## src/rtl/onehot_rr_arbiter_if.sv

```systemverilog
// Bus-side signals of the one-hot round-robin arbiter.
//
// Ports (as interface signals):
//   req          requester -> arbiter   N_REQ  request vector
//   done         requester -> arbiter   1      completion of the granted transaction
//   grant        arbiter -> requester   N_REQ  registered one-hot grant (zero when idle)
//   grant_valid  arbiter -> requester   1      high iff grant != 0
//   grant_idx    arbiter -> requester   W_IDX  binary index of the granted bit (0 when idle)
//
// Handshake: a grant is issued on a clock edge and stays frozen until the
// edge on which done=1 is sampled; on that edge the arbiter either hands the
// bus to the next requester (no idle cycle) or drops to zero. done sampled
// while grant_valid=0 has no effect. There is no ready: the grantee owns the
// bus from the grant edge until its done edge.
interface onehot_rr_arbiter_if #(
  parameter int N_REQ = 4
);
  localparam int W_IDX = (N_REQ > 1) ? $clog2(N_REQ) : 1;

  logic [N_REQ-1:0] req;
  logic             done;
  logic [N_REQ-1:0] grant;
  logic             grant_valid;
  logic [W_IDX-1:0] grant_idx;

  modport master (
    output req,
    output done,
    input  grant,
    input  grant_valid,
    input  grant_idx
  );

  modport slave (
    input  req,
    input  done,
    output grant,
    output grant_valid,
    output grant_idx
  );
endinterface

```

## src/rtl/onehot_rr_arbiter.sv

```systemverilog
// Round-robin arbiter producing a registered one-hot select for an and-or
// mux. A grant is held until the grantee pulses done, then priority rotates
// past the finished grantee and the next winner is granted on the same edge.
//
// Ports:
//   clk        in   rising-edge clock
//   rst_n      in   asynchronous active-low reset
//   bus        slave modport of onehot_rr_arbiter_if (req/done in,
//              grant/grant_valid/grant_idx out)
//   state_dbg  out  FSM state, 0 = IDLE, 1 = BUSY
module onehot_rr_arbiter #(
  parameter int N_REQ = 4
) (
  input  logic                    clk,
  input  logic                    rst_n,
  onehot_rr_arbiter_if.slave      bus,
  output logic                    state_dbg
);
  localparam int W_IDX = (N_REQ > 1) ? $clog2(N_REQ) : 1;

  typedef enum logic {IDLE = 1'b0, BUSY = 1'b1} state_e;

  state_e           state_q, state_d;
  logic [N_REQ-1:0] grant_q, grant_d;
  logic [W_IDX-1:0] idx_q, idx_d;
  logic             valid_q, valid_d;
  logic [W_IDX-1:0] ptr_q, ptr_d;

  // Priority base following the current grantee, wrapping N_REQ-1 -> 0.
  logic [W_IDX-1:0] idx_inc;
  logic [W_IDX-1:0] base;
  logic [N_REQ-1:0] rot;
  logic             win_found;
  logic [W_IDX-1:0] win_idx;
  logic [N_REQ-1:0] win_onehot;

  assign idx_inc = W_IDX'((int'(idx_q) + 1) % N_REQ);

  // In IDLE the search starts at the stored pointer; in BUSY it only matters
  // on a done edge, where the new pointer is the grantee index + 1.
  assign base = (state_q == BUSY) ? idx_inc : ptr_q;

  // Rotate req so that bit 'base' lands at position 0, then take the lowest
  // set bit and translate its position back into an absolute index.
  always_comb begin
    rot       = N_REQ'({bus.req, bus.req} >> base);
    win_found = 1'b0;
    win_idx   = '0;
    for (int k = 0; k < N_REQ; k++) begin
      if (!win_found && rot[k]) begin
        win_found = 1'b1;
        win_idx   = W_IDX'((int'(base) + k) % N_REQ);
      end
    end
  end

  assign win_onehot = N_REQ'(1) << win_idx;

  // State register together with the registered outputs it controls.
  always_ff @(posedge clk or negedge rst_n) begin
    if (!rst_n) begin
      state_q <= IDLE;
      grant_q <= '0;
      idx_q   <= '0;
      valid_q <= 1'b0;
      ptr_q   <= '0;
    end else begin
      state_q <= state_d;
      grant_q <= grant_d;
      idx_q   <= idx_d;
      valid_q <= valid_d;
      ptr_q   <= ptr_d;
    end
  end

  // Next-state logic.
  always_comb begin
    state_d = state_q;
    case (state_q)
      IDLE: if (win_found) state_d = BUSY;
      BUSY: if (bus.done && !win_found) state_d = IDLE;
      default: state_d = IDLE;
    endcase
  end

  // Next values of the registered outputs and the priority pointer. While
  // BUSY without done everything holds, so req changes are ignored.
  always_comb begin
    grant_d = grant_q;
    idx_d   = idx_q;
    ptr_d   = ptr_q;
    case (state_q)
      IDLE: begin
        if (win_found) begin
          grant_d = win_onehot;
          idx_d   = win_idx;
        end
      end
      BUSY: begin
        if (bus.done) begin
          ptr_d = idx_inc;
          if (win_found) begin
            grant_d = win_onehot;
            idx_d   = win_idx;
          end else begin
            grant_d = '0;
            idx_d   = '0;
          end
        end
      end
      default: begin
        grant_d = '0;
        idx_d   = '0;
      end
    endcase
    valid_d = |grant_d;
  end

  assign bus.grant       = grant_q;
  assign bus.grant_valid = valid_q;
  assign bus.grant_idx   = idx_q;
  assign state_dbg       = (state_q == BUSY);

endmodule

```

## src/flat_wrapper.sv

```systemverilog
// flat-port wrapper written by rule: the top's interface ports become plain ports
module onehot_rr_arbiter_flat 
#(
  parameter int N_REQ = 4
)
  (clk, rst_n, state_dbg, bus_req, bus_done, bus_grant, bus_grant_valid, bus_grant_idx);
  onehot_rr_arbiter_if #(.N_REQ(N_REQ)) bus_i ();
  input  logic clk;
  input  logic rst_n;
  output logic state_dbg;
  input wire logic [$bits(bus_i.req)-1:0] bus_req;
  input wire logic [$bits(bus_i.done)-1:0] bus_done;
  output wire logic [$bits(bus_i.grant)-1:0] bus_grant;
  output wire logic [$bits(bus_i.grant_valid)-1:0] bus_grant_valid;
  output wire logic [$bits(bus_i.grant_idx)-1:0] bus_grant_idx;
  assign bus_i.req = bus_req;
  assign bus_i.done = bus_done;
  assign bus_grant = bus_i.grant;
  assign bus_grant_valid = bus_i.grant_valid;
  assign bus_grant_idx = bus_i.grant_idx;
  onehot_rr_arbiter #(.N_REQ(N_REQ)) u_core (.clk(clk), .rst_n(rst_n), .bus(bus_i), .state_dbg(state_dbg));
endmodule
```

## config.mk

```make
export PLATFORM = sky130hd
export DESIGN_NAME = onehot_rr_arbiter_flat
export DESIGN_NICKNAME = d
export VERILOG_FILES = /design/src/rtl/onehot_rr_arbiter_if.sv /design/src/rtl/onehot_rr_arbiter.sv /design/src/flat_wrapper.sv
export SDC_FILE = /design/constraint.sdc
export NUM_CORES = 1
export LEC_CHECK = 0
export BUFFER_PORTS_ARGS = -buffer_cell sky130_fd_sc_hd__buf_4
export CAP_MARGIN = 20
export CORE_ASPECT_RATIO = 0.9
export CORE_UTILIZATION = 30
export DETAILED_ROUTE_END_ITERATION = 10
export HOLD_SLACK_MARGIN = 0.12
export PLACE_DENSITY = 0.49
export SYNTH_ARGS = -nofsm -noshare
export SYNTH_HDL_FRONTEND = slang
export SYNTH_SLANG_ARGS = --single-unit
export TNS_END_PERCENT = 30
```

## constraint.sdc

```tcl
create_clock -name clk -period 3 [get_ports clk]
set_clock_uncertainty 0.1 [all_clocks]
set_input_delay 0.3 -clock clk [delete_from_list [all_inputs] [get_ports clk]]
set_output_delay 0.3 -clock clk [all_outputs]
set_load 0.1 [all_outputs]
```

# ---- Yosys cells after proc, flatten, opt, wreduce, memory -nomap -nowiden
# Cells that the tools add are included.
dict set report totals {
  elab_cells 45
  output_inout_bits 8
  register_bits 10
}
dict set report classes {
  muxes 20
  n_shift 2
  bitwise_logic 1
  addsub 4
  n_eq_ne 2
  n_reduce_logical 11
}
# cell count
set ops {}
lappend ops {{2-bit two-way mux} 8}
lappend ops {{4-bit two-way mux} 3}
lappend ops {{4-bit one-hot mux with 2 select lines} 1}
lappend ops {{8-bit by 2-bit right shift with 4-bit output} 1}
lappend ops {{1-bit two-way mux} 6}
lappend ops {{2-bit by 1-bit adder with 2-bit output, second input constant} 2}
lappend ops {{2-bit adder, second input constant} 2}
lappend ops {{1-bit logical AND} 4}
lappend ops {{1-bit zero test} 4}
lappend ops {{2-bit one-hot mux with 2 select lines} 1}
lappend ops {{2-bit AND reduction} 2}
lappend ops {{4-bit OR reduction} 1}
lappend ops {{1-bit by 2-bit << shifter with 4-bit output, first input constant} 1}
lappend ops {{2-bit by 1-bit != test with 1-bit output, second input constant} 1}
lappend ops {{2-bit != test, second input constant} 1}
lappend ops {{1-bit one-hot mux with 2 select lines} 1}
lappend ops {{1-bit NOT} 1}

# ---- Depth between registers and ports, before layout
dict set report logic_depth {
  depth_word 18
  depth_mapped 6
  ltp_nobuf 5
}

# ---- Worst setup path after synthesis
# OpenSTA, ideal clock, no wires.
dict set report synth_timing {
  kind {reg2reg}
  startpoint {reg u_core.idx_q[0], in the netlist u_core.bus.grant_idx[0]}
  endpoint {reg u_core.idx_q[0], in the netlist u_core.bus.grant_idx[0]}
  t_arrival_ns 2.154
  synth_period_minus_slack_ns 2.377
  setup_ns 0.123
  stages_incl_launch_ff 6
  slack_ns 0.623
  path_cell_list {dfrtp_1 > xnor2_1 > a2111oi_2 > a41oi_1 > and2_4 > a22o_1}
}
dict set report synth_between {
  elab_chain_len 16
  word_cells_on_any_way 26
  classes_between {add/sub (4); eq/ne (1); shift (1); mux (13); reduce/logical (7)}
}
# element line_no
set synth_rtl {}
lappend synth_rtl {{from (decl)} onehot_rr_arbiter.sv:25} ;# logic [W_IDX-1:0] idx_q, idx_d;
lappend synth_rtl {{from (signal assigned)} onehot_rr_arbiter.sv:70} ;# idx_q <= idx_d;
lappend synth_rtl {{2-bit by 1-bit adder with 2-bit output (*)} onehot_rr_arbiter.sv:37} ;# assign idx_inc = W_IDX'((int'(idx_q) + 1) % N_REQ);
lappend synth_rtl {{2-bit two-way mux (*)} onehot_rr_arbiter.sv:41} ;# assign base = (state_q == BUSY) ? idx_inc : ptr_q;
lappend synth_rtl {{8-bit by 2-bit right shift with 4-bit output} onehot_rr_arbiter.sv:46} ;# rot = N_REQ'({bus.req, bus.req} >> base);
lappend synth_rtl {{1-bit two-way mux} onehot_rr_arbiter.sv:50} ;# if (!win_found && rot[k]) begin
lappend synth_rtl {{1-bit zero test} onehot_rr_arbiter.sv:50}
lappend synth_rtl {{1-bit logical AND} onehot_rr_arbiter.sv:50}
lappend synth_rtl {{1-bit two-way mux} onehot_rr_arbiter.sv:50}
lappend synth_rtl {{1-bit zero test} onehot_rr_arbiter.sv:50}
lappend synth_rtl {{1-bit logical AND} onehot_rr_arbiter.sv:50}
lappend synth_rtl {{1-bit two-way mux} onehot_rr_arbiter.sv:50}
lappend synth_rtl {{1-bit zero test} onehot_rr_arbiter.sv:50}
lappend synth_rtl {{1-bit logical AND} onehot_rr_arbiter.sv:50}
lappend synth_rtl {{2-bit two-way mux / 1-bit two-way mux (equally long branches)} onehot_rr_arbiter.sv:50}
lappend synth_rtl {{2-bit two-way mux} onehot_rr_arbiter.sv:102} ;# if (win_found) begin
lappend synth_rtl {{2-bit two-way mux} onehot_rr_arbiter.sv:100} ;# if (bus.done) begin
lappend synth_rtl {{2-bit one-hot mux with 2 select lines} onehot_rr_arbiter.sv:92} ;# case (state_q)
# Every way passes the cells marked *; elsewhere a longest branch is shown, timed or not. The select of a mux whose other input is x is not followed.
# A chain may end at the register's enable or synchronous reset.

# ---- Worst setup path after layout
dict set report layout_timing {
  startpoint {reg u_core.state_q, in the netlist u_core.state_dbg}
  endpoint {reg u_core.idx_q[0], in the netlist u_core.bus.grant_idx[0]}
}
dict set report layout_between {
  elab_chain_len 15
  word_cells_on_any_way 27
  classes_between {add/sub (3); eq/ne (2); shift (1); mux (13); bitwise (1); reduce/logical (7)}
}
# element line_no
set layout_rtl {}
lappend layout_rtl {{from (decl)} onehot_rr_arbiter.sv:23} ;# state_e state_q, state_d;
lappend layout_rtl {{from (signal assigned)} onehot_rr_arbiter.sv:68} ;# state_q <= state_d;
lappend layout_rtl {{2-bit two-way mux} onehot_rr_arbiter.sv:41}
lappend layout_rtl {{8-bit by 2-bit right shift with 4-bit output} onehot_rr_arbiter.sv:46}
lappend layout_rtl {{1-bit two-way mux} onehot_rr_arbiter.sv:50}
lappend layout_rtl {{1-bit zero test} onehot_rr_arbiter.sv:50}
lappend layout_rtl {{1-bit logical AND} onehot_rr_arbiter.sv:50}
lappend layout_rtl {{1-bit two-way mux} onehot_rr_arbiter.sv:50}
lappend layout_rtl {{1-bit zero test} onehot_rr_arbiter.sv:50}
lappend layout_rtl {{1-bit logical AND} onehot_rr_arbiter.sv:50}
lappend layout_rtl {{1-bit two-way mux} onehot_rr_arbiter.sv:50}
lappend layout_rtl {{1-bit zero test} onehot_rr_arbiter.sv:50}
lappend layout_rtl {{1-bit logical AND} onehot_rr_arbiter.sv:50}
lappend layout_rtl {{2-bit two-way mux / 1-bit two-way mux (equally long branches)} onehot_rr_arbiter.sv:50}
lappend layout_rtl {{2-bit two-way mux} onehot_rr_arbiter.sv:102}
lappend layout_rtl {{2-bit two-way mux} onehot_rr_arbiter.sv:100}
lappend layout_rtl {{2-bit one-hot mux with 2 select lines} onehot_rr_arbiter.sv:92}
# Several ways; a longest one is shown, not always the timed one. The select of a mux whose other input is x is not followed.

==> run summary <==
flop and latch count out of synthesis: 10
Worst Setup End Kind: register
I/O pin cnt: 15
Fmax: 501 MHz
fin nets: 85
largest net degree at the start of global routing: 16
outcome: finished clean
Int Pwr: 304 uW
max_slew headroom: 65.6%
Total Neg Setup Slack: 0 ns
Hold Slack: 0.136 ns
most frequent cells in the layout: 14 x buf_4, 10 x dfrtp_1, 5 x a21oi_1, 5 x nor2_1, 5 x o21ai_0
Crit Path Max Fanout: 15
clk sinks: 10
cts hold-fix bufs: 1
vias per std cell: 5.33
M1 GR Usage: 21.7%
Slew Limit Fails: 0
total core area: 1750 um^2
Final Cycle Share: 66.5%
RD Place Congestion: 0.784
Sequential Power Share: 33.3%
grt peak-use layer: met1
first-pass GRT wire length: 2200 um
Pleak: 0.345 nW
filler cell count: 170
DP Wirelength: 997 um
yosys warns: 0
clock latency on the worst-skew pair: 0.27 ns
Total Wirelength: 1350 um
DRT Pass-1 Iters: 4
FF+latch area: 250 um^2
htree depth: 1
part of the power in combinational logic: 45.4%
Critical Path Start Type: register
Place WS: 1.02 ns
Final Hold Fails: 0
synth unique cells: 30
area of the multi-input gates: 313 um^2
post-route ant nets: 0
DR iter-0 viols: 8
TritonCTS clock tree: done
die area: 2150 um^2
clock share of power: 21.4%
clk root buf: clkbuf_4
clock buffer count from CTS: 3
Initial Utilization: 33.6%
leading cell type in the layout, fill and taps excluded: buf_4
clk buf depth: 2
Final min period: 2.00 ns
final setup violation count: 0
port bufs: 14
switching share of power: 46.7%
Arr. time, crit path: 2.05 ns
global route total overflow: 0
Synth Net Count: 66
Cell Area, Synth: 589 um^2
Area Growth Syn to Fin: 29.5%
fin util: 43.6%
via count: 538
final routed DRC violation total: 0
Clk pin slew, worst setup/hold paths: 0.06 ns
HP Class: primary input to register
# diodes: 0
Cells after Synth: 59
setup ws final: 1.00 ns
Sw Pwr: 266 uW
power per cell area: 747 nW/um^2
number of global-route vias before repair: 455
share of cells above drive strength 1: 35.1%
die width: 48.7 um
total of max-cap violations: 0
drt wl/cell: 13.4 um
Rows: 14
CP Class: register to register
data required time of the worst path: 3.06 ns
# resized after CTS: 0
initial antenna violation count: 0
sequential area share after synthesis: 42.5%
Pwr Total: 570 uW
postcts setup bufs: 0
Die Height: 44.0 um
RSZ-0062 raised after global routing: false
met2 Usage GRT: 16.9%
average cell area after synthesis: 9.99 um^2
slew of the pin with the lowest slew margin: 0.515 ns
maximum vdd drop: 0.386 mV
total track usage: 14.0%
GR Util met3: 6.19%
==> stage by stage <==
step | instance area, um^2 | std cells
global route | 763 | 101
floorplan | 589 | 59
finish | 763 | 101
CTS | 763 | 101
detailed placement | 717 | 96
global placement | 717 | 96
==> state kept, by name, summed over array words and instances, names as in the netlist <==
| register | cells |
|---|---|
| u_core.bus.grant | 4 |
| u_core.bus.grant_idx | 2 |
| u_core.state_dbg | 1 |
| u_core.bus.grant_valid | 1 |
| u_core.ptr_q | 2 |
==> path summary, 6_finish.rpt <==
kind | endpoint | from | depth (start not counted) | slack [ns]
setup / recovery | u_core.bus.grant_idx[0] | u_core.state_dbg | 5 | 1.00
hold / removal | u_core.state_dbg | bus_done | 2 | 0.14
setup reg to reg | u_core.bus.grant_idx[0] | u_core.state_dbg | 5 | 1.00
hold reg to reg | u_core.bus.grant_valid | u_core.bus.grant[0] | 2 | 0.44
max in group asynchronous | u_core.ptr_q[0] | rst_n | 2 | 2.37
min in group asynchronous | u_core.bus.grant[0] | rst_n | 2 | 0.29
==> logic make-up (layout without fill, tap and decap cells) <==
logic type	count (synthesis)	in the layout	share of synthesized area (%)
XOR/XNOR	1	1	1.49
buffers and inverters	6	24	4.46
AND/OR/NAND/NOR	17	17	17.2
flip-flops	10	10	42.5
AO/OA/AOI/OAI	25	25	34.4
==> worst max-delay path, stage by stage, from the launching register on <==
cell	delay, ns
dfrtp_1	0.67
nor2_1	0.17
a2111oi_2	0.37
a41oi_1	0.13
and2_4	0.23
a22o_1	0.22
==> cells in the mapped netlist <==
cell type   n  area, um^2
a2111oi_2   1        15.0
a211oi_2    1        12.5
a21o_1      1        7.51
a21oi_1     5        25.0
a21oi_4     1        16.3
a221oi_1    1        8.76
a22o_1      3        26.3
a311oi_2    1        15.0
a31oi_1     1        6.26
a32oi_1     1        8.76
a41oi_1     1        8.76
and2_4      1        8.76
and2b_1     1        7.51
and3b_2     1        10.0
and4_2      1        10.0
buf_4       1        7.51
dfrtp_1    10         250
inv_1       4        15.0
inv_2       1        3.75
nand2_1     4        15.0
nand2b_1    1        6.26
nand3_1     1        5.00
nor2_1      5        18.8
nor3b_1     1        7.51
nor4_2      1        12.5
o211a_1     1        10.0
o21ai_0     5        25.0
o311ai_1    1        8.76
o41ai_1     1        8.76
xnor2_1     1        8.76
==> layer usage <==
layer	share of wire [%]	wire (um)
met5	0	0
met4	0	0
met3	7.3	99
met2	41	556
met1	52	697
==> power groups by stage <==
stage          Sequential (mW)  Clock [mW]  Combinational [mW]
6_report                 0.190       0.122               0.259
5_1_grt                  0.194       0.133               0.270
4_1_cts                  0.189       0.123               0.259
3_5_place_dp             0.191           0               0.258
3_3_place_gp             0.194           0               0.258
2_1_floorplan            0.309           0              0.0760
==> final cells by class <==
class | instances | area share, %
clock buffer | 4 | 4.75
inverter | 5 | 2.46
multi-input combinational | 43 | 41.0
sequential | 10 | 32.8
tap | 24 | 3.93
timing repair buffer | 15 | 15.1
Note: power is estimated with default switching activity, not from simulation.
